### src/rtl/reg_bank4_pkg.sv
// Shared types and enable-pattern helpers for the 4-entry register bank.
// Classifies a decoded write-enable vector as idle, legal single write or illegal multi-hot.
package regbank_pkg;

  localparam int unsigned NUM_REGS = 4;

  typedef logic [1:0] reg_idx_t;

  typedef enum logic [1:0] {
    WR_NONE,
    WR_SINGLE,
    WR_MULTI
  } wr_kind_t;

  function automatic logic [2:0] popcount4(input logic [3:0] v);
    logic [2:0] n;
    n = '0;
    for (int unsigned i = 0; i < 4; i++) begin
      n = n + {2'b00, v[i]};
    end
    return n;
  endfunction

  function automatic logic is_onehot(input logic [3:0] v);
    return popcount4(v) == 3'd1;
  endfunction

  function automatic logic is_multihot(input logic [3:0] v);
    return popcount4(v) >= 3'd2;
  endfunction

  function automatic wr_kind_t classify(input logic [3:0] v);
    if (is_multihot(v)) begin
      return WR_MULTI;
    end else if (is_onehot(v)) begin
      return WR_SINGLE;
    end
    return WR_NONE;
  endfunction

endpackage

### src/rtl/reg_bank4_if.sv
// Write/read bus between the write decoder, the register bank and its readers.
// The bank is the slave; whoever drives enables and read indices is the master.
interface reg_bank4_if #(
  parameter int unsigned WIDTH  = 64,
  parameter int unsigned ERR_CW = 4
);
  logic [3:0]        wr_onehot;
  logic [WIDTH-1:0]  wr_data;
  logic [1:0]        rd_addr0;
  logic [1:0]        rd_addr1;
  logic [WIDTH-1:0]  rd_data0;
  logic [WIDTH-1:0]  rd_data1;
  logic              onehot_err;
  logic [ERR_CW-1:0] err_count;

  modport master (
    output wr_onehot, wr_data, rd_addr0, rd_addr1,
    input  rd_data0, rd_data1, onehot_err, err_count
  );

  modport slave (
    input  wr_onehot, wr_data, rd_addr0, rd_addr1,
    output rd_data0, rd_data1, onehot_err, err_count
  );
endinterface

### src/rtl/reg_bank4_en_reg.sv
// One storage entry: WIDTH-bit register with load enable and async reset value.
module en_reg #(
  parameter int unsigned           WIDTH     = 64,
  parameter logic [WIDTH-1:0]      RESET_VAL = '0
) (
  input  logic             clk,
  input  logic             reset,
  input  logic             en,
  input  logic [WIDTH-1:0] d,
  output logic [WIDTH-1:0] q
);

  logic [WIDTH-1:0] data_d;
  logic [WIDTH-1:0] data_q;

  always_comb begin
    data_d = data_q;
    if (en) begin
      data_d = d;
    end
  end

  always_ff @(posedge clk or posedge reset) begin
    if (reset) begin
      data_q <= RESET_VAL;
    end else begin
      data_q <= data_d;
    end
  end

  assign q = data_q;

endmodule

### src/rtl/reg_bank4.sv
// 4-entry register bank fed by one-hot write enables, with two combinational read ports,
// optional write-to-read bypass, optional hardwired-zero top entry and multi-hot error tracking.
module reg_bank4
  import regbank_pkg::*;
#(
  parameter int unsigned      WIDTH     = 64,
  parameter int unsigned      BYPASS    = 1,
  parameter int unsigned      ZERO_TOP  = 1,
  parameter logic [WIDTH-1:0] RESET_VAL = '0,
  parameter int unsigned      ERR_CW    = 4
) (
  input logic        clk,
  input logic        reset,
  reg_bank4_if.slave bus
);

  wr_kind_t wr_kind;
  assign wr_kind = classify(bus.wr_onehot);

  logic [WIDTH-1:0] entry [NUM_REGS];

  for (genvar i = 0; i < NUM_REGS; i++) begin : g_entry
    if (ZERO_TOP != 0 && i == NUM_REGS - 1) begin : g_zero
      assign entry[i] = '0;
    end else begin : g_reg
      en_reg #(
        .WIDTH     (WIDTH),
        .RESET_VAL (RESET_VAL)
      ) u_reg (
        .clk   (clk),
        .reset (reset),
        .en    (wr_kind == WR_SINGLE && bus.wr_onehot[i]),
        .d     (bus.wr_data),
        .q     (entry[i])
      );
    end
  end

  reg_idx_t         rd_addr [2];
  logic [WIDTH-1:0] rd_data [2];

  assign rd_addr[0] = bus.rd_addr0;
  assign rd_addr[1] = bus.rd_addr1;

  // Priority: hardwired zero beats bypass, bypass beats stored contents.
  always_comb begin
    for (int unsigned p = 0; p < 2; p++) begin
      rd_data[p] = entry[rd_addr[p]];
      if (BYPASS != 0 && wr_kind == WR_SINGLE && bus.wr_onehot[rd_addr[p]]) begin
        rd_data[p] = bus.wr_data;
      end
      if (ZERO_TOP != 0 && rd_addr[p] == reg_idx_t'(NUM_REGS - 1)) begin
        rd_data[p] = '0;
      end
    end
  end

  assign bus.rd_data0 = rd_data[0];
  assign bus.rd_data1 = rd_data[1];

  logic              onehot_err_d;
  logic              onehot_err_q;
  logic [ERR_CW-1:0] err_count_d;
  logic [ERR_CW-1:0] err_count_q;

  always_comb begin
    onehot_err_d = (wr_kind == WR_MULTI);
    err_count_d  = err_count_q;
    if (onehot_err_d && err_count_q != '1) begin
      err_count_d = err_count_q + ERR_CW'(1);
    end
  end

  always_ff @(posedge clk or posedge reset) begin
    if (reset) begin
      onehot_err_q <= 1'b0;
      err_count_q  <= '0;
    end else begin
      onehot_err_q <= onehot_err_d;
      err_count_q  <= err_count_d;
    end
  end

  assign bus.onehot_err = onehot_err_q;
  assign bus.err_count  = err_count_q;

endmodule

### src/flat_wrapper.sv
// flat-port wrapper written by rule: the top's interface ports become plain ports
module reg_bank4_flat import regbank_pkg::*;
#(
  parameter int unsigned      WIDTH     = 64,
  parameter int unsigned      BYPASS    = 1,
  parameter int unsigned      ZERO_TOP  = 1,
  parameter logic [WIDTH-1:0] RESET_VAL = '0,
  parameter int unsigned      ERR_CW    = 4
)
  (clk, reset, bus_wr_onehot, bus_wr_data, bus_rd_addr0, bus_rd_addr1, bus_rd_data0, bus_rd_data1, bus_onehot_err, bus_err_count);
  reg_bank4_if #(.WIDTH(WIDTH), .ERR_CW(ERR_CW)) bus_i ();
  input logic clk;
  input logic reset;
  input wire logic [$bits(bus_i.wr_onehot)-1:0] bus_wr_onehot;
  input wire logic [$bits(bus_i.wr_data)-1:0] bus_wr_data;
  input wire logic [$bits(bus_i.rd_addr0)-1:0] bus_rd_addr0;
  input wire logic [$bits(bus_i.rd_addr1)-1:0] bus_rd_addr1;
  output wire logic [$bits(bus_i.rd_data0)-1:0] bus_rd_data0;
  output wire logic [$bits(bus_i.rd_data1)-1:0] bus_rd_data1;
  output wire logic [$bits(bus_i.onehot_err)-1:0] bus_onehot_err;
  output wire logic [$bits(bus_i.err_count)-1:0] bus_err_count;
  assign bus_i.wr_onehot = bus_wr_onehot;
  assign bus_i.wr_data = bus_wr_data;
  assign bus_i.rd_addr0 = bus_rd_addr0;
  assign bus_i.rd_addr1 = bus_rd_addr1;
  assign bus_rd_data0 = bus_i.rd_data0;
  assign bus_rd_data1 = bus_i.rd_data1;
  assign bus_onehot_err = bus_i.onehot_err;
  assign bus_err_count = bus_i.err_count;
  reg_bank4 #(.WIDTH(WIDTH), .BYPASS(BYPASS), .ZERO_TOP(ZERO_TOP), .RESET_VAL(RESET_VAL), .ERR_CW(ERR_CW)) u_core (.clk(clk), .reset(reset), .bus(bus_i));
endmodule
### config.mk
export PLATFORM = sky130hd
export DESIGN_NAME = reg_bank4_flat
export DESIGN_NICKNAME = d
export VERILOG_FILES = /design/src/rtl/reg_bank4_pkg.sv /design/src/rtl/reg_bank4_if.sv /design/src/rtl/reg_bank4_en_reg.sv /design/src/rtl/reg_bank4.sv /design/src/flat_wrapper.sv
export SDC_FILE = /design/constraint.sdc
export NUM_CORES = 1
export LEC_CHECK = 0
export CAP_MARGIN = 10
export CORE_UTILIZATION = 50
export DETAILED_ROUTE_END_ITERATION = 8
export GPL_TIMING_DRIVEN = 0
export HOLD_SLACK_MARGIN = 0.08
export PLACE_DENSITY_LB_ADDON = 0.05
export SLEW_MARGIN = 0
export SYNTH_ARGS = -nofsm -noshare
export SYNTH_HDL_FRONTEND = slang
export SYNTH_HIERARCHICAL = 1
export SYNTH_SLANG_ARGS = --single-unit
export TNS_END_PERCENT = 5
### constraint.sdc
create_clock -name clk -period 2.6 [get_ports clk]
set_input_delay 0.26 -clock clk [delete_from_list [all_inputs] [get_ports clk]]
set_output_delay 0.26 -clock clk [all_outputs]
set_load 0.05 [all_outputs]
# Word-level counts from Yosys, hierarchy flattened
# Index checks and enable logic that the tools add are counted.
[totals]
input_bits = 74
ff_bits = 197
latch_bits = 0
ram_bits = 0
romBits = 0
n_memories = 0
[op_classes]
mul = 0
shift = 0
n_div = 0
bitwise = 2
mux = 19
order_cmp = 5
n_reduce_logical = 6
n_addsub = 4
eq_ne = 6
[op_table]
columns = ["operator", "n"]
rows = [
  ["2-to-1 mux 64 bit", 8],
  ["binary-select mux 64 bit (select 2 bit)", 2],
  ["adder 3 x 1 -> 3 bit", 2],
  ["== test 2 bit, second input constant", 3],
  [">= comparator 3 bit, second input constant", 2],
  ["logical AND 1 bit", 6],
  ["< comparator 2 x 3 -> 1 bit, second input constant", 2],
  ["2-to-1 mux 2 bit", 3],
  ["inverter 2 -> 3 bit", 2],
  ["adder 4 x 1 -> 4 bit, second input constant", 1],
  ["binary-select mux 1 bit (select 2 bit)", 2],
  ["2-to-1 mux 1 bit", 4],
  ["inequality test 4 bit, second input constant", 1],
  ["== test 3 x 1 -> 1 bit, second input constant", 1],
  [">= comparator 3 x 2 -> 1 bit, second input constant", 1],
  ["adder 1 x 1 -> 2 bit", 1],
  ["== test 2 x 1 -> 1 bit, second input constant", 1],
]

# Longest topological paths before layout
[logic_depth]
depth_word = 11
depth_mapped = 14
ltp_nobuf = 9

# Modules after synthesis
# Netlist, hierarchy kept.
[modules_own_cells]
columns = ["mod", "instances", "area_each_um2", "cells_each"]
rows = [
  ["en_reg", 3, 2682.6, 136],
  ["reg_bank4", 1, 4928.5, 651],
]

# Worst setup path before layout
# OpenSTA, ideal clock, no wires.
[synth_timing]
path_kind = "input -> output"
start = "input port bus_wr_onehot[0]"
end = "output port bus_rd_data0[0]"
arrival_time_ps = 2882
cell_stages = 11
slack_ps = -542
cell_sequence = "inv_1 fa_1 inv_1 ha_1 inv_1 ha_1 nor4bb_1 buf_2 and2_1 clkbuf_1 o21ai_0"
[synth_between]
elab_chain_cells = 11
elab_cells_between_ends = 15
cone_classes = "add/sub: 3; order compare: 1; eq/ne: 2; mux: 8; reduce/logical: 1"
[synth_rtl]
columns = ["element", "line", "source"]
rows = [
  ["start: declaration", "flat_wrapper.sv:14", "input wire logic [$bits(bus_i.wr_onehot)-1:0] bus_wr_onehot;"],
  ["branches (longest 8 deep; another with adder 3 x 1 -> 3 bit)", "--", ""],
  ["logical AND 1 bit (*)", "reg_bank4.sv:49", "if (BYPASS != 0 && wr_kind == WR_SINGLE && bus.wr_onehot[rd_addr[p]]) begin"],
  ["2-to-1 mux 64 bit (*)", "reg_bank4.sv:49", ""],
  ["2-to-1 mux 64 bit (*)", "reg_bank4.sv:52", "if (ZERO_TOP != 0 && rd_addr[p] == reg_idx_t'(NUM_REGS - 1)) begin"],
  ["end: declaration", "flat_wrapper.sv:18", "output wire logic [$bits(bus_i.rd_data0)-1:0] bus_rd_data0;"],
]
# Every way passes the cells marked *. The select of a mux whose other input is x is not followed.

# Worst setup path after layout
[layout_timing]
start = "input port bus_wr_onehot[3]"
end = "output port bus_rd_data0[18]"
[layout_between]
elab_chain_cells = 9
elab_cells_between_ends = 13
cone_classes = "add/sub: 1; order compare: 1; eq/ne: 2; mux: 8; reduce/logical: 1"
[layout_rtl]
columns = ["element", "line"]
rows = [
  ["branches (longest 6 deep; another with adder 3 x 1 -> 3 bit)", "--"],
  ["logical AND 1 bit (*)", "reg_bank4.sv:49"],
  ["2-to-1 mux 64 bit (*)", "reg_bank4.sv:49"],
  ["2-to-1 mux 64 bit (*)", "reg_bank4.sv:52"],
]
# Marked as above.

==> metrics.txt <==
total core area 0.0253 mm^2; die extent in x 163 um; Final ANT Viol Nets 0; post-layout net count 1,374; Req. time, crit path ~2.3 ns; TritonCTS Buffers 17; Avg Vias per Cell approximately 6.4; GPL Wtd Cong 0.869; Vias 10,500; most common cell in the netlist dfrtp_1; # IOs ~210; Crit. End Element primary output; register bit total from synthesis 197; worst-path maximum fanout 7; RSZ-0062 raised after global routing true; Setup-failing EPs final 320; fillcell total 1,992; CTS tree yes; Syn Nets approximately 1,100; row count 58; Mean Syn Cell Area 12.3 um^2; Initial DRC Count approximately 770; Yosys Warn Count 6; first-pass GRT wire length 64,000 um; hold crit path type in2async; H-tree levels 4; Slew HR 0.462; area leader, netlist dfrtp_1; Synth-to-Final Area Change 31.4%; status complete, but fails checks; WP data arrival 2.71 ns; top cells by area in the synthesized netlist dfrtp_1 (38%), mux2_4 (21%), mux2i_1 (9.9%), a2bb2oi_1 (8.6%), nand4_1 (6.2%); synthesized instance count 1,059; CTS clk-pin slew, worst paths 0.07 ns; Slew Limit Fails 0; P per Cell Area 1140 mW/mm^2; area share of the largest cell type after synthesis 0.380; clk buf depth 2; Met1 Routed Length 18,000 um; number of global-route vias before repair between 10,000 and 15,000; GR Overflow Total 0; initial antenna violation count 1; largest net degree at the start of global routing 39; Detailed Place HPWL approximately 27,000 um; routed length per instance 25.5 um; skew final 0.000972 ns; Root Buffer clkbuf_16; Final Non-Filler Cells between 1,500 and 2,000; EDFF count, synth 0; worst setup margin -0.372 ns; hold_ws 0.286 ns; Hold-fix buffers, CTS 0; met3 WL 2530 um; die area 0.0266 mm^2; post-place setup slack -1.97 ns; Initial Utilization 0.512; total track usage 0.318; Post-Syn Area about 0.013 mm^2; Synth Flop Type dfrtp_1; Synth cell types 28; failing checks setup timing; Seq/Total Area, Yosys 0.380; PortBufs 204; post-layout min period around 3.0 ns; Hold Violations, Final 0; uppermost layer routed met4; crit path kind in2out; MaxCap Viol Count 0; placed cells 1,596; clock sinks 197; Max Clock Freq ~0.34 GHz; first-pass detailed-route iteration total 5; final wirelength between 40,000 and 50,000 um; share of layout cells above drive strength 1 0.445; Async SR Flop Fraction 1.00; DR WL met2 20,200 um; Startpoint Class input port; share of the core filled with cells 0.673; leak pwr 7.44 nW; die height 163 um; crit share post-route 1.14; DRC errors left 0; Worst-Margin Slew a little over 0.8 ns; clk_lat worst skew around 0.44 ns; Post-synth top cells dfrtp_1 (197), mux2_4 (180), a2bb2oi_1 (128), mux2i_1 (128), nand4_1 (128); Worst IR Drop VDD 0.786 mV
-- report_power, final --
part	leakage, nW	internal (mW)	switching (mW)
Combinational	4.81	5.18	5.61
Clock	0.273	1.44	1.28
Sequential	2.36	4.61	1.35
Total	7.44	11.2	8.23
-- cell usage in the layout, fill, tap and decap left out, types with 2 or more instances in the layout --
cell type          n
buf_4             16
o21ai_4            4
dfrtp_1          197
a21oi_1            3
buf_2             22
mux2i_1          128
inv_8              2
buf_1              6
clkbuf_4           4
mux2_4           180
ha_1               2
nor2b_1            2
clkbuf_8           4
buf_12            28
inv_6              4
a2bb2oi_1        128
nand4_1          128
mux2_2            13
nand2_1            2
clkbuf_16         24
clkinv_4           2
buf_6            123
clkdlybuf4s50_1   73
bufinv_16          2
o21ai_2          124
buf_16             6
inv_2              3
clkinvlp_4         3
clkbuf_1          44
and2_4             4
inv_1              5
buf_8              6
inv_4              3
mux4_2             2
-- cell families after synthesis --
| group | after synthesis | synth area share |
|---|---|---|
| buf+inv | 132 | 0.0695 |
| fa+ha+maj | 5 | 0.00540 |
| compound gates | 260 | 0.155 |
| simple gates | 141 | 0.0680 |
| mux | 323 | 0.322 |
| flops | 197 | 0.380 |
| xor+xnor | 1 | 0.000675 |
-- area by class of cell --
cell class                      instances  area (um^2)  area share
Antenna cell                            1         2.50    0.000147
Buffer                                120         1200      0.0702
Clock buffer                           19          433      0.0254
Clock inverter                         12          146     0.00859
Inverter                               12         60.1     0.00352
Multi-Input combinational cell        730         7460       0.438
Sequential cell                       197         4930       0.289
Tap cell                              330          413      0.0242
Timing Repair Buffer                  217         2410       0.141
-- timing repair --
action	in CTS	in global routing
gates cloned	6	0
setup endpoints to repair	320	320
endpoints found under the hold margin	0	0
gates resized for setup	975	2
buffers inserted	2	2
pin swaps	3	0
-- registers in the layout, indices dropped and copies added (netlist names) --
name / count
u_core/g_entry.g_reg.u_reg/q: 192
u_core/bus.err_count: 4
u_core/bus.onehot_err: 1
-- through the flow --
stage / TNS (ns) / cell area (um^2) / power, mW
after CTS: -66.53 / 17000 / 19.4
after floorplan: -42.34 / 13300 / 13.3
after global routing: -103.15 / 17000 / 20.3
final: -83.65 / 17000 / 19.5
after detailed placement: -466.89 / 15900 / 16.2
after global placement: -669.10 / 15800 / 16.0
-- critical path: stages --
cell and delay [ns]:
buf_8 0.09, inv_8 0.03, fa_1 0.52, inv_1 0.04
ha_2 0.19, inv_2 0.07, ha_4 0.19, nor4bb_2 0.26
buf_4 0.18, buf_12 0.13, buf_16 0.16, clkbuf_16 0.16
nand4_1 0.10, o21ai_2 0.13, buf_6 0.19
-- routing by layer --
metal	vias to the layer above	global-route usage
met1	5326	0.426
met4	0	0.105
met2	467	0.524
li1	4606	-
met3	77	0.0518
met5	-	0
-- worst paths after layout --
| check | from | to | slack [ns] | depth (start not counted) |
|---|---|---|---|---|
| max | bus_wr_onehot[3] | bus_rd_data0[18] | -0.37 | 15 |
| min | reset | u_core/bus.err_count[0] | 0.29 | 2 |
| max reg2reg | u_core/bus.err_count[0] | u_core/bus.err_count[1] | 1.13 | 3 |
| min reg2reg | u_core/bus.err_count[0] | u_core/bus.err_count[0] | 0.53 | 1 |
| max in group asynchronous | reset | u_core/g_entry[2].g_reg.u_reg/q[39] | 1.55 | 3 |
| min in group clk | bus_wr_onehot[0] | u_core/g_entry[0].g_reg.u_reg/q[26] | 0.42 | 4 |
(Power assumes the default switching activity.)
